## src/rtl/mac_pkg.sv

```systemverilog
//------------------------------------------------------------------------------
// mac_pkg : shared types for the MAC result reader.
// Revision: 1.0
//------------------------------------------------------------------------------
`default_nettype none

package mac_pkg;

    localparam int BITS_DEFAULT = 24;

    typedef logic signed [2*BITS_DEFAULT-1:0] acc_t;
    typedef logic signed [BITS_DEFAULT-1:0]   elem_t;

    typedef enum logic [0:0] {
        ST_IDLE = 1'b0,
        ST_SEND = 1'b1
    } state_t;

endpackage

`default_nettype wire

```

## src/rtl/mac_sat.sv

```systemverilog
//------------------------------------------------------------------------------
// mac_sat : arithmetic right shift of one accumulator, then saturate to BITS.
// Revision: 1.0
//------------------------------------------------------------------------------
`default_nettype none

module mac_sat #(
    parameter int BITS  = 24,
    parameter int SHIFT = 0
) (
    input  logic signed [2*BITS-1:0] acc_i,
    output logic signed [BITS-1:0]   value_o,
    output logic                     sat_o
);

    logic signed [2*BITS-1:0] w_shifted;
    logic        [BITS:0]     w_upper;

    assign w_shifted = acc_i >>> SHIFT;
    // Representable in BITS only if the sign bit is replicated through the top half.
    assign w_upper   = w_shifted[2*BITS-1:BITS-1];

    always_comb begin
        value_o = w_shifted[BITS-1:0];
        sat_o   = 1'b0;
        if (!((w_upper == '0) || (w_upper == '1))) begin
            sat_o   = 1'b1;
            value_o = w_shifted[2*BITS-1] ? {1'b1, {(BITS-1){1'b0}}}
                                          : {1'b0, {(BITS-1){1'b1}}};
        end
    end

endmodule

`default_nettype wire

```

## src/rtl/mac_result_reader.sv

```systemverilog
//------------------------------------------------------------------------------
// mac_result_reader : captures LANES accumulators and streams them out one per
// handshake as scaled, saturated BITS-wide elements.
// Revision: 1.0
//------------------------------------------------------------------------------
`default_nettype none

module mac_result_reader
    import mac_pkg::*;
#(
    parameter int BITS  = BITS_DEFAULT,
    parameter int LANES = 4,
    parameter int SHIFT = 0
) (
    input  logic                       clk,
    input  logic                       reset,
    input  logic                       load_i,
    input  logic [LANES*2*BITS-1:0]    acc_vec_i,
    output logic                       ready_o,
    output logic                       m_valid,
    input  logic                       m_ready,
    output logic [BITS-1:0]            m_data,
    output logic [$clog2(LANES)-1:0]   m_index,
    output logic                       m_last,
    output logic                       m_sat,
    output logic                       drop_o
);

    localparam int                 ACC_W    = 2*BITS;
    localparam int                 IDX_W    = $clog2(LANES);
    localparam logic [IDX_W-1:0]   LAST_IDX = IDX_W'(LANES-1);

    state_t                      state_q, state_d;
    logic [LANES*ACC_W-1:0]      buf_q, buf_d;
    logic [IDX_W-1:0]            idx_q, idx_d;
    logic [BITS-1:0]             data_q, data_d;
    logic                        last_q, last_d;
    logic                        sat_q, sat_d;
    logic                        drop_q, drop_d;

    logic                        w_hs;
    logic                        w_accept;
    logic [IDX_W-1:0]            w_sel_idx;
    logic [LANES*ACC_W-1:0]      w_src_vec;
    logic signed [ACC_W-1:0]     w_lanes [LANES];
    logic signed [BITS-1:0]      w_sat_value;
    logic                        w_sat_flag;

    assign w_hs     = m_valid && m_ready;
    assign ready_o  = (state_q == ST_IDLE) || (w_hs && last_q);
    assign w_accept = load_i && ready_o;

    // A fresh load presents lane 0 of the incoming vector on the capture edge.
    assign w_src_vec = w_accept ? acc_vec_i : buf_q;
    assign w_sel_idx = w_accept ? '0 : idx_q + IDX_W'(1);

    for (genvar k = 0; k < LANES; k++) begin : g_lane
        assign w_lanes[k] = w_src_vec[k*ACC_W +: ACC_W];
    end

    mac_sat #(
        .BITS  (BITS),
        .SHIFT (SHIFT)
    ) u_sat (
        .acc_i   (w_lanes[w_sel_idx]),
        .value_o (w_sat_value),
        .sat_o   (w_sat_flag)
    );

    always_comb begin
        state_d = state_q;
        buf_d   = buf_q;
        idx_d   = idx_q;
        data_d  = data_q;
        last_d  = last_q;
        sat_d   = sat_q;
        drop_d  = load_i && !ready_o;

        if (w_accept) begin
            state_d = ST_SEND;
            buf_d   = acc_vec_i;
            idx_d   = '0;
            data_d  = w_sat_value;
            sat_d   = w_sat_flag;
            last_d  = 1'b0;
        end else if (w_hs) begin
            if (last_q) begin
                state_d = ST_IDLE;
            end else begin
                idx_d  = w_sel_idx;
                data_d = w_sat_value;
                sat_d  = w_sat_flag;
                last_d = (w_sel_idx == LAST_IDX);
            end
        end
    end

    always_ff @(posedge clk or negedge reset) begin
        if (!reset) begin
            state_q <= ST_IDLE;
            buf_q   <= '0;
            idx_q   <= '0;
            data_q  <= '0;
            last_q  <= 1'b0;
            sat_q   <= 1'b0;
            drop_q  <= 1'b0;
        end else begin
            state_q <= state_d;
            buf_q   <= buf_d;
            idx_q   <= idx_d;
            data_q  <= data_d;
            last_q  <= last_d;
            sat_q   <= sat_d;
            drop_q  <= drop_d;
        end
    end

    assign m_valid = (state_q == ST_SEND);
    assign m_data  = data_q;
    assign m_index = idx_q;
    assign m_last  = last_q;
    assign m_sat   = sat_q;
    assign drop_o  = drop_q;

endmodule

`default_nettype wire
```

## config.mk

```make
export PLATFORM = sky130hd
export DESIGN_NAME = mac_result_reader
export DESIGN_NICKNAME = d
export VERILOG_FILES = /design/src/rtl/mac_pkg.sv /design/src/rtl/mac_sat.sv /design/src/rtl/mac_result_reader.sv
export SDC_FILE = /design/constraint.sdc
export NUM_CORES = 1
export LEC_CHECK = 0
export CAP_MARGIN = 10
export CORE_ASPECT_RATIO = 1.4
export CORE_MARGIN = 2
export CORE_UTILIZATION = 50
export CTS_BUF_LIST = sky130_fd_sc_hd__clkbuf_8
export CTS_CLUSTER_DIAMETER = 200
export DETAILED_ROUTE_END_ITERATION = 6
export GPL_TIMING_DRIVEN = 0
export PLACE_DENSITY = 0.88
export SLEW_MARGIN = 5
export SYNTH_ARGS = -nofsm -noshare
export SYNTH_HDL_FRONTEND = slang
export SYNTH_SLANG_ARGS = --single-unit
```

## constraint.sdc

```tcl
create_clock -name clk -period 3 [get_ports clk]
set_input_delay 0.3 -clock clk [delete_from_list [all_inputs] [get_ports clk]]
set_output_delay 0.3 -clock clk [all_outputs]
set_load 0.1 [all_outputs]
```

==> results of run 1 <==
-- how the worst min path moves through the flow --
| stage | start | end | slack (ns) | cells after the start |
|---|---|---|---|---|
| 2_1_floorplan | reset | buf_q[0] | 0.004 | 0 |
| 3_3_place_gp | buf_q[38] | buf_q[38] | 0.45 | 2 |
| 3_5_place_dp | reset | buf_q[119] | 0.40 | 1 |
| 4_1_cts | acc_vec_i[55] | buf_q[55] | 0.31 | 3 |
| 5_1_grt | acc_vec_i[184] | buf_q[184] | 0.32 | 3 |
| 6_report | acc_vec_i[110] | buf_q[110] | 0.32 | 3 |
-- cell type report --
class | instances | area, µm² | area share (%)
well taps | 252 | 315.3 | 2.329
clock inverters | 13 | 52.55 | 0.3881
plain buffers | 78 | 362.8 | 2.680
inverters | 1 | 3.754 | 0.02772
clock buffers | 44 | 605.6 | 4.472
multi-input cells | 808 | 4320 | 31.91
repair buffers | 231 | 2322 | 17.15
flip-flops and latches | 222 | 5558 | 41.05
-- repair_timing --
action                     CTS  global route
setup endpoints to repair   49            27
hold buffers                 1             0
buffers inserted             0             3
pin swaps                    0             1
hold endpoints to repair   106             0
gates resized for setup      8            16
-- logic make-up after synthesis --
logic type	count (synthesis)	synth area share (%)
XOR/XNOR	1	0.08585
AND/OR/NAND/NOR	630	24.61
flip-flops	222	54.45
multiplexers	49	8.253
buffers and inverters	79	3.311
AO/OA/AOI/OAI	128	9.295
-- registers in the layout (all words and copies together) (netlist names) --
register and cells:
buf_q 192, m_data 24, m_index 2, drop_o 1, m_last 1, m_sat 1
m_valid 1
-- worst max-delay path, delay by kind of cell, from the launching register on --
family / cells / cell delay [ns]
compound gates: 3 / 0.58
buf+inv: 2 / 0.34
flops: 1 / 0.42
mux: 1 / 0.58
simple gates: 2 / 0.91
-- report_power, final --
group	switching, µW	leakage, µW	internal, µW
clock	1160	0.000381	1310
combinational	4570	0.00348	2560
sequential	870	0.00275	4390
total	6600	0.00661	8250
-- stage by stage --
| step | hold slack (ns) | setup slack, ns | TNS [ns] |
|---|---|---|---|
| floorplan | 0.004409 | 0.04160 | 0 |
| global placement | 0.4487 | -8.146 | -1669.92 |
| detailed placement | 0.4030 | -0.4195 | -41.60 |
| CTS | 0.3114 | -0.02196 | -0.09228 |
| global route | 0.3206 | -0.02923 | -0.06224 |
| finish | 0.3239 | 0.05873 | 0 |
-- routing by layer --
| metal | GRT usage (%) | up-vias | wire [µm] |
|---|---|---|---|
| met1 | 34.45 | 4474 | 11510 |
| met2 | 52.03 | 485 | 16760 |
| li1 | - | 4242 | - |
| met3 | 3.434 | 91 | 2134 |
| met5 | 0 | - | 0 |
| met4 | 13.06 | 0 | 1215 |
-- placed cells by master, fill, tap and decap left out, types with 3 or more instances in the layout --
cell type,n
nand2_1,564
clkbuf_8,44
nor4_1,7
buf_1,15
nor2_1,6
a21o_1,24
inv_1,11
dfrtp_1,220
mux4_2,19
clkbuf_2,7
o211ai_1,21
o31ai_1,23
mux4_1,6
nand3_1,6
o22ai_1,23
buf_4,6
a211oi_1,23
clkdlybuf4s50_1,224
or4_1,5
and3_1,24
nand4_1,10
mux2i_1,23
clkinv_2,3
clkbuf_1,47
==> out/summary.txt, run 1 <==
Worst r2r src = m_index[0]
Initial drt markers = 834
HPWL after DPL = 23,310 µm
Initial core utilization = 51.22%
Clk root buf = clkbuf_8
FMAX = 340.0 MHz
Critical path class = register to register
Via count = 9,292
Clock Tree Buf Depth = 3
Total power = 14,850 µW
Mapped Cells = 1,109
CP peak stage delay = 0.58 ns
Layout cells sized above 1 = 7.230%
Status = finished, final reports clean
Worst-Skew Late Latency = 0.51 ns
TritonCTS clock tree = built
Synth Flop Type = dfrtp_1
Number of remaining DRC errors = 0
Peak supply drop = 0.0005073 V
Net Count, Synth = 1,305
Post-synth EDFFs = 0
Boundary pin count = 227
Initial antenna violation count = 0
TritonCTS Buffers = 35
H-tree depth = 2
Utilization after layout = 67.97%
R2R setup slack = 0.06 ns
Via density = 5.635
Largest net degree at the start of global routing = 117
Static power due to leakage = 0.006614 µW
Synthesized area = 0.01020 mm²
Slew @ Worst Pin = 1.000 ns
DIE WIDTH = 124.7 µm
Sequential element share of the synthesized area = 54.45%
Final instance area = 0.01354 mm²
Slew Limit Headroom = 33.11%
Worst reg2reg path depth = 8
Total Nets Final = 1,573
MaxCap Viol Count = 0
Worst Setup EP = m_data[21]
Total track usage = 28.85%
Clk_skew = 0.02731 ns
ANT nets after route = 0
Hold Crit Class = input pin to register
Pre-Repair DR Iteration Count = 7
Critical Path AT = 3.34 ns
WL/cell = 19.18 µm
Port bufs = 226
Async SR Flop Fraction = 100.0%
Post-synth top area share = 54.45%
Worst path required time = 3.40 ns
Synth top area cells = dfrtp_1 54%, nand2_1 21%, mux4_2 3.3%
RSZ-0062 raised after global routing = yes
Post-Layout Cell Count = 1,649
Crit path capture type = register
Synth unique cells = 41
Crit-path max FO = 10
Syn_area_per_cell = 9.201 µm²
Critical Path, Cell by Cell = buf_4 -> mux4_1 -> or4_1 -> or3_1 -> o21ai_2 -> a22oi_2 -> buf_6 -> o211ai_1
Synth warn = 0
CP max stage cell = mux4_1
Ant diodes = 0
Die area = 0.02158 mm²
Clk slew on worst S/H paths = 0.07 ns
Synth top cells by count = 564 x nand2_1, 222 x dfrtp_1, 53 x clkbuf_1, 24 x a21o_1, 24 x and3_1
Area leader, netlist = dfrtp_1
Congestion Overflow GR = 0
Final Critical Period = 2.941 ns
Worst r2r dst = m_data[21]
Die Ht = 173.0 µm
Cell Rows = 61
Fin. Hold Viols = 0
Crit path launch = m_index[0]
Pwr/cell area = 1097 mW/mm²
Tcrit/Tclk final = 98.04%
Core ar. = 0.01992 mm²
Top-count cell post-synth = nand2_1
Routed WL = 31,630 µm
Sink Count = 222
Layout area overhead = 32.70%
Vias in the first global route = 9,551
Post-DP Area = 0.01282 mm²
#FFs+latches synth = 222
Count of final setup violators = 0
RD Place Congestion = 0.9306
Max Slew Vio Count = 0
Crit start category = register
First-pass GRT wire length = 49,200 µm
Placed insts = 1,588
Fill cell instance count of the final layout = 1,540
No activity file was read; power rests on OpenSTA's default activity.
==> inputs of run 2 (changes only) <==
--- a/config.mk
+++ b/config.mk
@@ -8,12 +8,12 @@
 export CAP_MARGIN = 10
 export CORE_ASPECT_RATIO = 1.4
 export CORE_MARGIN = 2
-export CORE_UTILIZATION = 50
+export CORE_UTILIZATION = 36
 export CTS_BUF_LIST = sky130_fd_sc_hd__clkbuf_8
 export CTS_CLUSTER_DIAMETER = 200
 export DETAILED_ROUTE_END_ITERATION = 6
 export GPL_TIMING_DRIVEN = 0
-export PLACE_DENSITY = 0.88
+export PLACE_DENSITY = 0.69
 export SLEW_MARGIN = 5
 export SYNTH_ARGS = -nofsm -noshare
 export SYNTH_HDL_FRONTEND = slang
==> out/summary.txt, run 2 (synthesized netlist as in run 1, its figures left out) <==
Crit start category = register
H-tree depth = 2 (unchanged)
Register area = 0.005558 mm² (unchanged)
Crit-path max FO = 10 (unchanged)
Boundary pin count = 227 (unchanged)
Clk root buf = clkbuf_8
Slew @ Worst Pin = 1.006 ns (+0.005603 ns)
TritonCTS Buffers = 37 (+5.7%)
Most common cell after layout, fill and taps aside = nand2_1
Hold Crit Class = input pin to register
Clock Tree Buf Depth = 3 (unchanged)
Layout cells sized above 1 = 7.654% (+0.42 points)
Die Ht = 203.2 µm (+17%)
FMAX = 346.1 MHz (+1.8%)
Final Critical Period = 2.890 ns (-0.05153 ns)
Clk_skew = 0.02221 ns (-0.005101 ns)
Total Nets Final = 1,576 (+0.19%)
Max FFs per register = 192 (unchanged)
Count of final setup violators = 0 (unchanged)
Critical Path AT = 3.33 ns (about the same)
Via density = 5.138 (-8.8%)
Via count = 9,084 (-2.2%)
Routed WL = 33,440 µm (+5.7%)
Reg with most FFs = buf_q
WL/cell = 18.92 µm (-1.4%)
Sink Count = 222 (unchanged)
RD Place Congestion = 0.8937 (-4.0%)
Clk slew on worst S/H paths = 0.06 ns (about the same)
Worst-Skew Late Latency = 0.53 ns (+0.02 ns)
Layout area overhead = 34.10%
Slew Limit Headroom = 32.74% (-0.37 points)
TritonCTS clock tree = built
Multi-input combinational cell area = 0.004318 mm² (about the same)
RSZ-0062 raised after global routing = no
Initial antenna violation count = 0 (unchanged)
Initial drt markers = 542 (-35%)
Peak supply drop = 0.0004059 V (-20%)
Most frequent cells in the layout = 564 x nand2_1, 224 x clkdlybuf4s50_1, 220 x dfrtp_1, 45 x clkbuf_1, 41 x clkbuf_8
Max Slew Vio Count = 0 (unchanged)
Vias in the first global route = 9,451 (-1.0%)
Crit path launch = m_index[1]
Worst r2r dst = m_data[14]
Post-Layout Cell Count = 1,768 (+7.2%)
Largest net degree at the start of global routing = 119 (+1.7%)
MaxCap Viol Count = 0 (unchanged)
Setup TNS = 0 ns (unchanged)
Initial core utilization = 36.77% (-14 points)
First-pass GRT wire length = 51,850 µm (+5.4%)
Worst Setup EP = m_data[14]
Ant diodes = 0 (unchanged)
Fill cell instance count of the final layout = 2,709 (+76%)
Static power due to leakage = 0.006610 µW (about the same)
Total track usage = 22.51% (-6.3 points)
DIE WIDTH = 146.3 µm (+17%)
M2 GR Usage = 42.01% (-10 points)
R2R setup slack = 0.11 ns (+0.05 ns)
Final instance area = 0.01368 mm² (+1.1%)
Congestion Overflow GR = 0 (unchanged)
Die area = 0.02973 mm² (+38%)
Pre-Repair DR Iteration Count = 7 (unchanged)
Fin. Hold Viols = 0 (unchanged)
GR peak layer = met2
Grt met1 use = 26.15% (-8.3 points)
Crit path capture type = register
Status = finished, final reports clean
ANT nets after route = 0 (unchanged)
Critical path class = register to register
Pwr/cell area = 1084 mW/mm² (-1.1%)
Cell Rows = 72 (+18%)
HPWL after DPL = 24,840 µm (+6.6%)
Tcrit/Tclk final = 96.32% (-1.7 points)
Post-DP Area = 0.01296 mm² (+1.2%)
Number of remaining DRC errors = 0 (unchanged)
Core ar. = 0.02775 mm² (+39%)
Placed insts = 1,706 (+7.4%)
M3 GR Usage = 3.669% (+0.23 points)
Hold WS = 0.2938 ns (-0.03008 ns)
Worst path required time = 3.44 ns (+0.04 ns)
Port bufs = 226 (unchanged)
Worst reg2reg path depth = 8 (unchanged)
Worst r2r src = m_index[1]
[run 2: changes by cell type in the layout (fill, tap and decap cells not counted), moves of 2 or more]
cell	before	now
clkbuf_8	44	41
clkbuf_1	47	45
inv_1	11	9
buf_8	2	4
buf_4	6	8
nor4_2	0	2
clkinv_2	3	7
clkbuf_4	2	0
[run 2: repair_timing]
| action | CTS | global route |
|---|---|---|
| buffers inserted | 3 | 1 |
| setup endpoints to repair | 143 | 77 |
| hold buffers | 1 | 0 |
| pin swaps | 0 | 2 |
| endpoints found under the hold margin | 104 | 0 |
| gates resized for setup | 14 | 16 |
[run 2: layout make-up]
type	count	share of cell area, %
sequential	222	40.62
multi-input combinational	808	31.56
timing repair buffer	232	17.07
clock buffer	41	4.124
tap	370	3.383
buffer	78	2.688
clock inverter	16	0.5304
inverter	1	0.02743
[run 2: worst min-delay path by stage]
stage / startpoint / to / slack (ns) / cells past startpoint
final: acc_vec_i[151] / buf_q[151] / 0.29 / 3
after global routing: acc_vec_i[163] / buf_q[163] / 0.28 / 3
after CTS: acc_vec_i[127] / buf_q[127] / 0.26 / 3
after detailed placement: reset / buf_q[145] / 0.41 / 1
after global placement: buf_q[38] / buf_q[38] / 0.45 / 2
after floorplan: reset / buf_q[0] / 0.004 / 0
[run 2: where the power goes]
group / switching, µW / internal (µW)
logic: 4560 / 2570
clock network: 1210 / 1240
registers: 849 / 4390
total: 6630 / 8210
[run 2: worst max-delay path, stage by stage (launching register included)]
cell and delay, ns:
dfrtp_2 0.51, buf_4 0.27, mux4_2 0.36, or4_1 0.54, nor4_2 0.30, a41o_1 0.21
a22oi_2 0.18, buf_6 0.21, o211ai_1 0.20
[run 2: routing by layer]
| metal | vias up | part of all wire [%] |
|---|---|---|
| met5 | - | 0 |
| met4 | 0 | 2.7 |
| met3 | 63 | 5.9 |
| met2 | 358 | 53 |
| met1 | 4416 | 38 |
| li1 | 4247 | - |
[run 2: through the flow]
step | util, % | power [µW] | worst slack, ns
floorplan | - | 9979 | 0.04160
global placement | 46.61 | 12110 | -8.505
detailed placement | 46.73 | 12280 | -0.5780
CTS | 49.25 | 14860 | 0.001810
global route | 49.31 | 15750 | 0.009574
finish | 49.31 | 14830 | 0.1103
